==> src/rtl/m_fifo_param_pkg.sv <==
// Shared defaults for the parametrised FWFT FIFO: default word width, default
// depth exponent and the occupancy-count width rule.
package m_fifo_param_pkg;

    localparam int DEF_WIDTH  = 36;
    localparam int DEF_ADDR_W = 4;

    // Occupancy must represent 0..DEPTH inclusive, hence one bit beyond the address.
    function automatic int occ_w(input int addr_w);
        return addr_w + 1;
    endfunction

endpackage

==> src/rtl/m_fifo_param_if.sv <==
// One streaming link: data plus src_rdy (producer has a word) and dst_rdy
// (consumer takes it). A word transfers on any rising edge where both are high.
interface m_fifo_param_if #(
    parameter int WIDTH = 36
);
    logic [WIDTH-1:0] data;
    logic             src_rdy;
    logic             dst_rdy;

    modport master (output data, output src_rdy, input dst_rdy);
    modport slave  (input data, input src_rdy, output dst_rdy);
endinterface

==> src/rtl/m_fifo_ram.sv <==
// DEPTH x WIDTH storage: one synchronous write port, one asynchronous read port.
// Kept apart from the control logic so the inferred memory style can be swapped.
module m_fifo_ram #(
    parameter int WIDTH  = 36,
    parameter int ADDR_W = 4
) (
    input  logic              clock,
    input  logic              we,
    input  logic [ADDR_W-1:0] waddr,
    input  logic [WIDTH-1:0]  wdata,
    input  logic [ADDR_W-1:0] raddr,
    output logic [WIDTH-1:0]  rdata
);
    localparam int DEPTH = 1 << ADDR_W;

    logic [WIDTH-1:0] mem [DEPTH];

    always_ff @(posedge clock) begin
        if (we) begin
            mem[waddr] <= wdata;
        end
    end

    assign rdata = mem[raddr];
endmodule

==> src/rtl/m_fifo_param.sv <==
// First-word-fall-through FIFO with occupancy/space counts and programmable
// almost-full/almost-empty flags. All DEPTH entries are usable.
module m_fifo_param
    import m_fifo_param_pkg::*;
#(
    parameter int WIDTH      = DEF_WIDTH,
    parameter int ADDR_W     = DEF_ADDR_W,
    parameter int AFULL_LVL  = (1 << ADDR_W) - 2,
    parameter int AEMPTY_LVL = 2
) (
    input  logic                        clock,
    input  logic                        reset,
    input  logic                        clear,
    m_fifo_param_if.slave               wr_if,
    m_fifo_param_if.master              rd_if,
    output logic [occ_w(ADDR_W)-1:0]    occupied,
    output logic [occ_w(ADDR_W)-1:0]    space,
    output logic                        almost_full,
    output logic                        almost_empty
);
    localparam int OCC_W = occ_w(ADDR_W);
    localparam int DEPTH = 1 << ADDR_W;
    localparam logic [OCC_W-1:0] DEPTH_V  = OCC_W'(DEPTH);
    localparam logic [OCC_W-1:0] AFULL_V  = OCC_W'(AFULL_LVL);
    localparam logic [OCC_W-1:0] AEMPTY_V = OCC_W'(AEMPTY_LVL);

    logic [ADDR_W-1:0] wr_ptr_q, wr_ptr_d;
    logic [ADDR_W-1:0] rd_ptr_q, rd_ptr_d;
    logic [OCC_W-1:0]  occ_q, occ_d;
    logic              full, empty;
    logic              wr_fire, rd_fire;

    // Full and empty come from the counter, so pointer equality is never ambiguous.
    assign full    = (occ_q == DEPTH_V);
    assign empty   = (occ_q == '0);
    assign wr_fire = wr_if.src_rdy & ~full;
    assign rd_fire = rd_if.dst_rdy & ~empty;

    always_comb begin
        wr_ptr_d = wr_ptr_q;
        rd_ptr_d = rd_ptr_q;
        occ_d    = occ_q;
        if (clear) begin
            wr_ptr_d = '0;
            rd_ptr_d = '0;
            occ_d    = '0;
        end else begin
            if (wr_fire) begin
                wr_ptr_d = wr_ptr_q + ADDR_W'(1);
            end
            if (rd_fire) begin
                rd_ptr_d = rd_ptr_q + ADDR_W'(1);
            end
            if (wr_fire && !rd_fire) begin
                occ_d = occ_q + OCC_W'(1);
            end else if (rd_fire && !wr_fire) begin
                occ_d = occ_q - OCC_W'(1);
            end
        end
    end

    always_ff @(posedge clock or posedge reset) begin
        if (reset) begin
            wr_ptr_q <= '0;
            rd_ptr_q <= '0;
            occ_q    <= '0;
        end else begin
            wr_ptr_q <= wr_ptr_d;
            rd_ptr_q <= rd_ptr_d;
            occ_q    <= occ_d;
        end
    end

    m_fifo_ram #(
        .WIDTH  (WIDTH),
        .ADDR_W (ADDR_W)
    ) u_ram (
        .clock (clock),
        .we    (wr_fire & ~clear),
        .waddr (wr_ptr_q),
        .wdata (wr_if.data),
        .raddr (rd_ptr_q),
        .rdata (rd_if.data)
    );

    assign wr_if.dst_rdy = ~full;
    assign rd_if.src_rdy = ~empty;
    assign occupied      = occ_q;
    assign space         = DEPTH_V - occ_q;
    assign almost_full   = (occ_q >= AFULL_V);
    assign almost_empty  = (occ_q <= AEMPTY_V);
endmodule

==> src/flat_wrapper.sv <==
// flat-port wrapper written by rule: the top's interface ports become plain ports
module m_fifo_param_flat import m_fifo_param_pkg::*;
#(
    parameter int WIDTH      = DEF_WIDTH,
    parameter int ADDR_W     = DEF_ADDR_W,
    parameter int AFULL_LVL  = (1 << ADDR_W) - 2,
    parameter int AEMPTY_LVL = 2
)
  (clock, reset, clear, occupied, space, almost_full, almost_empty, wr_if_data, wr_if_src_rdy, wr_if_dst_rdy, rd_if_data, rd_if_src_rdy, rd_if_dst_rdy);
  m_fifo_param_if #(.WIDTH(WIDTH)) wr_if_i ();
  m_fifo_param_if #(.WIDTH(WIDTH)) rd_if_i ();
  input  logic clock;
  input  logic reset;
  input  logic clear;
  output logic [occ_w(ADDR_W)-1:0] occupied;
  output logic [occ_w(ADDR_W)-1:0] space;
  output logic almost_full;
  output logic almost_empty;
  input wire logic [$bits(wr_if_i.data)-1:0] wr_if_data;
  input wire logic [$bits(wr_if_i.src_rdy)-1:0] wr_if_src_rdy;
  output wire logic [$bits(wr_if_i.dst_rdy)-1:0] wr_if_dst_rdy;
  output wire logic [$bits(rd_if_i.data)-1:0] rd_if_data;
  output wire logic [$bits(rd_if_i.src_rdy)-1:0] rd_if_src_rdy;
  input wire logic [$bits(rd_if_i.dst_rdy)-1:0] rd_if_dst_rdy;
  assign wr_if_i.data = wr_if_data;
  assign wr_if_i.src_rdy = wr_if_src_rdy;
  assign wr_if_dst_rdy = wr_if_i.dst_rdy;
  assign rd_if_data = rd_if_i.data;
  assign rd_if_src_rdy = rd_if_i.src_rdy;
  assign rd_if_i.dst_rdy = rd_if_dst_rdy;
  m_fifo_param #(.WIDTH(WIDTH), .ADDR_W(ADDR_W), .AFULL_LVL(AFULL_LVL), .AEMPTY_LVL(AEMPTY_LVL)) u_core (.clock(clock), .reset(reset), .clear(clear), .wr_if(wr_if_i), .rd_if(rd_if_i), .occupied(occupied), .space(space), .almost_full(almost_full), .almost_empty(almost_empty));
endmodule
==> config.mk <==
export PLATFORM = sky130hd
export DESIGN_NAME = m_fifo_param_flat
export DESIGN_NICKNAME = d
export VERILOG_FILES = /design/src/rtl/m_fifo_param_pkg.sv /design/src/rtl/m_fifo_param_if.sv /design/src/rtl/m_fifo_ram.sv /design/src/rtl/m_fifo_param.sv /design/src/flat_wrapper.sv
export SDC_FILE = /design/constraint.sdc
export NUM_CORES = 1
export LEC_CHECK = 0
export BUFFER_PORTS_ARGS = -buffer_cell sky130_fd_sc_hd__buf_4
export CAP_MARGIN = 20
export CELL_PAD_IN_SITES_DETAIL_PLACEMENT = 1
export CELL_PAD_IN_SITES_GLOBAL_PLACEMENT = 2
export CORE_ASPECT_RATIO = 1.2
export CORE_MARGIN = 1
export CORE_UTILIZATION = 45
export CTS_CLUSTER_DIAMETER = 200
export DETAILED_ROUTE_END_ITERATION = 10
export GPL_TIMING_DRIVEN = 0
export PLACE_DENSITY = 0.76
export SLEW_MARGIN = 25
export SYNTH_ARGS = -nofsm -noshare
export SYNTH_HDL_FRONTEND = slang
export SYNTH_HIERARCHICAL = 1
export SYNTH_SLANG_ARGS = --single-unit
==> constraint.sdc <==
create_clock -name clock -period 13 [get_ports clock]
set_clock_uncertainty 0.2 [all_clocks]
set_input_delay 0 -clock clock [delete_from_list [all_inputs] [get_ports clock]]
set_output_delay 0 -clock clock [all_outputs]
set_load 0.05 [all_outputs]
* Yosys cells after proc, flatten, opt, wreduce, memory -nomap -nowiden *
Memories as Yosys holds them, arrays and structs flattened.
Cells that the tools add are included.

cells by class
  add/subtract/negate cells = 5
  $lt $le $gt $ge = 2
  eq/ne operators = 1
  multiplexer cells = 9
  bitwise gates (word level) = 6
  reduce and logical (&&, ||, !) cells = 8

operators by type and width
  cell                                                                              count
  4-bit 2-to-1 mux                                                                  4
  5-bit 2-to-1 mux                                                                  3
  4-bit by 1-bit adder with 4-bit output, second input constant                     2
  5-bit by 1-bit adder with 5-bit output, second input constant                     1
  5-bit == test, second input constant                                              1
  5-bit by 4-bit >= comparator with 1-bit output, second input constant             1
  5-bit by 2-bit less-or-equal comparator with 1-bit output, second input constant  1
  5-bit logical NOT                                                                 1
  5-bit by 1-bit subtractor with 5-bit output, second input constant                1
  5-bit subtractor, first input constant                                            1
  2-bit nonzero test                                                                2
  1-bit AND                                                                         3
  1-bit inverter                                                                    3
  3-bit nonzero test                                                                1
  1-bit logical AND                                                                 2
  1-bit logical NOT                                                                 2
  1-bit 2-to-1 mux                                                                  2

storage, ports and cells
  flip-flop bits (word level) = 13
  RAM bits = 576
  input bits = 41
  output and inout bits = 50
  logic and storage cells = 35
  memories kept = 1

memory list
  name              words  bits a word  rd ports  clocked after Yosys merged registers in  wr ports  line              text
  u_core.u_ram.mem  16     36           1         0                                        1         m_fifo_ram.sv:16  logic [WIDTH-1:0] mem [DEPTH];

* Depth between registers and ports, before layout *
  word-level depth = 8
  gate-level depth with buffers = 12
  gate-level depth less buffers = 11

* Cells and area by module *
The synthesis kept the hierarchy.

by module, submodules not included
  module        instances  cells each  area each (sq um)  seq. area each (sq um)
  m_fifo_ram    1          902         21599.5            17296.6
  m_fifo_param  1          93          910.9              325.3

* Worst setup path after synthesis *
Ideal clock, no wire load.

  path kind = reg2reg
  start point = reg u_core.occ_q[0], in the netlist u_core/occupied[0]
  end point = mem u_core.u_ram.mem[0][0], enable pin
  setup time = 0.474 ns
  data arrival time = 4.816 ns
  required time = 12.326 ns
  slack = 7.510 ns
  stages on the path, launching flop included = 9
  path buffers = 0
  period minus slack after synthesis = 5.490 ns
  cell sequence = dfrtp_1 > inv_1 > ha_1 > nor3b_1 > ha_1 > nand2b_1 > nor2_1 > or3b_2 > nor3_1

between the ends
  word-level cells in the longest chain between the ends = 6

ends and longest elaborated chain
  item                                    line                text
  start: declaration                      m_fifo_param.sv:29  logic [OCC_W-1:0] occ_q, occ_d;
  start signal: assignment                m_fifo_param.sv:66  occ_q <= '0;
  start signal: assignment                m_fifo_param.sv:70  occ_q <= occ_d;
  5-bit == test                           m_fifo_param.sv:34  assign full = (occ_q == DEPTH_V);
  1-bit inverter                          m_fifo_param.sv:36  assign wr_fire = wr_if.src_rdy & ~full;
  1-bit AND                               m_fifo_param.sv:36
  1-bit AND                               m_fifo_param.sv:79  .we (wr_fire & ~clear),
  1-bit 2-to-1 mux                        m_fifo_ram.sv:19    if (we) begin
  1-bit 2-to-1 mux (not written as such)  m_fifo_ram.sv:20    mem[waddr] <= wdata;
  end: declaration                        m_fifo_ram.sv:16

Every way passes these cells.

* Worst setup path after layout *
  start point = reg u_core.occ_q[0], in the netlist u_core/occupied[0]
  end point = mem u_core.u_ram.mem[0][22], enable pin

Same word-level chain as after synthesis.

==> results.sh <==
export IMPL_finalSetupViolCount=0
export IMPL_setup_ws_ns=9.136
export IMPL_nets=1284
export IMPL_syn_area_um2=22510
export IMPL_io_pins=91
export IMPL_gp_congestion=0.7257
export IMPL_std_cell_rows=89
export IMPL_comb_power_share_pct=25.6
export IMPL_numCtsBuffers=54
export IMPL_power_switching_mw=1.513
export IMPL_grt_pass1_wl_um=77670
export IMPL_path_clk_slew_ns=0.06
export IMPL_hold_violations=0
export IMPL_p_clk_share_pct=33.5
export IMPL_pre_cts_slack_ns=9.097
export IMPL_routedWlPerCell_um=27.36
export IMPL_layout_min_cycle_time_ns=3.864
export IMPL_design_area_um2=27340
export IMPL_fin_crit_sh_pct=29.72
export IMPL_arrival_ns=3.96
export IMPL_multi_input_area_um2=4698
export IMPL_final_core_util_pct=55.41
export IMPL_vias=10940
export IMPL_register_area_um2=17620
export IMPL_timing_rr_start="u_core/occupied[0]"
export IMPL_end_kind="register"
export IMPL_intPower_mw=3.741
export IMPL_htree_levels=2
export IMPL_start_kind="register"
export IMPL_fmax_mhz=258.8
export IMPL_cts_root_buf="clkbuf_16"
export IMPL_first_pass_iters=10
export IMPL_placed_cell_area_um2=24910
export IMPL_drc=5
export IMPL_synth_cell_types=40
export IMPL_seq_area_frac_synth_pct=78.28
export IMPL_status="finished with violations"
export IMPL_hp_class="in2reg"
export IMPL_cts_setup_buffers=0
export IMPL_min_from="wr_if_data[16]"
export IMPL_first_iter_violations=756
export IMPL_p_per_area_nw_per_um2=192.2
export IMPL_placedCellCount=1770
export IMPL_peakVddDrop_mv=0.1574
export IMPL_die_area_um2=50930
export IMPL_die_x_um=206.2
export IMPL_synthTopCellsByArea="edfxtp_1 (77%), mux4_2 (14%), a22oi_1 (2.4%), dfrtp_1 (1.4%), nand2_1 (0.75%)"
export IMPL_p_leak_nw=8.807
export IMPL_synthesis_nets=1047
export IMPL_power_frac_seq_pct=40.8
export IMPL_yosysWarnings=6
export IMPL_grt_pass1_vias=12110
export IMPL_ant_nets=0
export IMPL_crit_required_ns=13.09
export IMPL_hpwlAfterDp_um=33520
export IMPL_num_antenna_cells=0
export IMPL_core_um2=49330
export IMPL_yosys_most_used_dff="edfxtp_1"
export IMPL_wirelength_um=52400
export IMPL_synth_top_cell_area_share_pct=76.84
export IMPL_clockBufferDepth=3
export IMPL_synth_edf_count=576
export IMPL_grt_use_total_pct=21.32
export IMPL_drive_gt1_share_pct=32.94
export IMPL_crit_type="reg2reg"
export IMPL_port_buffers=90
export IMPL_synthArstFlopShare_pct=2.207
export IMPL_swShare_pct=28.79
export IMPL_fin_setup_tns_ns=0
export IMPL_cts_sinks=589
export IMPL_instances_no_fill=1915
export IMPL_cap_violations=0
export IMPL_crit_start="u_core/occupied[0]"
export IMPL_cts_tree="built"
export IMPL_violations="DRC"
export IMPL_antenna_found_initial=0
export IMPL_critPathMaxFanout=9
export IMPL_clock_latency_ns=0.58
export IMPL_synth_seq_cells=589
export IMPL_final_max_slew_viol_count=0
export IMPL_relSlewSlack_pct=32.09
export IMPL_tightest_slew_ns=1.015
export IMPL_avgViaCountPerCell=5.713
export IMPL_grt_max_degree=19
export IMPL_area_delta_synth_final_pct=21.43
export IMPL_gr_total_overflow=0
export IMPL_grt_setup_unrepaired="false"
export IMPL_fp_dieH_um=247.0
export IMPL_fillers=4230
export IMPL_syn_inst=995
export IMPL_synth_area_per_cell_um2=22.62
export IMPL_initial_core_util_pct=45.63
export IMPL_yosysTopAreaCell="edfxtp_1"
==> logic make-up (layout without fill, tap and decap cells) <==
logic type / count (synthesis) / after routing / synth area share (%)
xor+xnor: 10 / 10 / 0.4724
flops: 589 / 589 / 78.28
simple gates: 98 / 98 / 2.018
mux: 146 / 146 / 14.50
compound gates: 84 / 84 / 2.746
buf+inv: 57 / 340 / 1.334
fa+ha+maj: 11 / 11 / 0.6448
==> metal layers <==
metal  wire length [um]  global-route usage [%]
met5                  0                       0
met4               1084                   5.666
met3               2234                   2.636
met2              28150                   38.26
met1              20940                   27.25
==> repair_timing <==
item	in CTS	in global routing
gates resized for setup	0	0
hold endpoints to repair	602	0
hold buffers	43	0
setup endpoints to repair	0	0
==> sequential cells by signal, indices dropped and copies added (netlist names) <==
register and count:
u_core/u_ram/mem 576, u_core/occupied 5, u_core/rd_ptr_q 4, u_core/wr_ptr_q 4
==> power by group through the flow <==
stage               registers (mW)  logic (mW)  clock network, mW
detailed placement            2.19        1.36                  0
CTS                           2.14        1.38               1.80
floorplan                     2.20       0.953                  0
global route                  2.15        1.43               1.85
finish                        2.14        1.35               1.76
global placement              2.19        1.32                  0
==> final cells by class <==
class	count	share of cell area, %
buffer	50	1.002
clock buffer	57	5.062
clock inverter	45	2.243
inverter	7	0.09612
multi-input combinational	349	17.19
sequential	589	64.47
tap	637	2.916
timing repair buffer	181	7.026
==> path summary, 6_finish.rpt <==
kind | end | slack (ns) | cells past startpoint
max | u_core/u_ram/mem[0][22] | 9.14 | 11
min | u_core/u_ram/mem[10][16] | 0.05 | 2
max reg2reg | u_core/u_ram/mem[0][22] | 9.14 | 11
min reg2reg | u_core/rd_ptr_q[1] | 0.38 | 2
max in group asynchronous | u_core/occupied[1] | 11.89 | 4
min in group asynchronous | u_core/wr_ptr_q[0] | 0.36 | 4
==> layout by cell type, fill, tap and decap left out, drive strengths merged, types with 6 or more instances in the layout <==
cell type    count
a22oi           72
mux4           144
clkinv          22
buf            166
xnor2            6
bufinv          14
a21oi            6
dlygate4sd3     43
dfrtp           13
ha              10
inv             10
nor2            26
clkbuf          79
nand2           45
nor3             6
clkinvlp         6
edfxtp         576
==> synthesized netlist by cell type (2+ instances only) <==
library cell / number
nand3b_1: 3
nand2b_1: 3
edfxtp_1: 576
xor2_1: 4
xnor2_1: 5
buf_6: 8
nand2_1: 45
nor2_1: 25
dfrtp_1: 13
and2_1: 2
nand4_1: 2
inv_1: 7
ha_1: 10
nand3_1: 3
buf_1: 3
nor2b_1: 3
a21oi_1: 6
buf_2: 15
clkbuf_1: 22
nor3_1: 5
a22oi_1: 72
mux4_2: 144
buf_4: 2
==> metrics by stage <==
| stage | hold slack, ns | total power [mW] |
|---|---|---|
| final | 0.05338 | 5.254 |
| after CTS | 0.01544 | 5.317 |
| after floorplan | -0.3230 | 3.150 |
| after global placement | -0.1162 | 3.510 |
| after detailed placement | -0.1186 | 3.541 |
| after global routing | 0.05221 | 5.435 |
==> critical path: stages (launching register included) <==
cell	delay, ns
dfrtp_1	0.53
inv_1	0.12
ha_1	0.23
nor3b_1	0.17
ha_1	0.23
nand2b_1	0.20
nor2_1	0.21
or3b_2	0.60
nor3_2	0.48
buf_6	0.22
buf_4	0.18
buf_4	0.20
(Power assumes the default switching activity.)
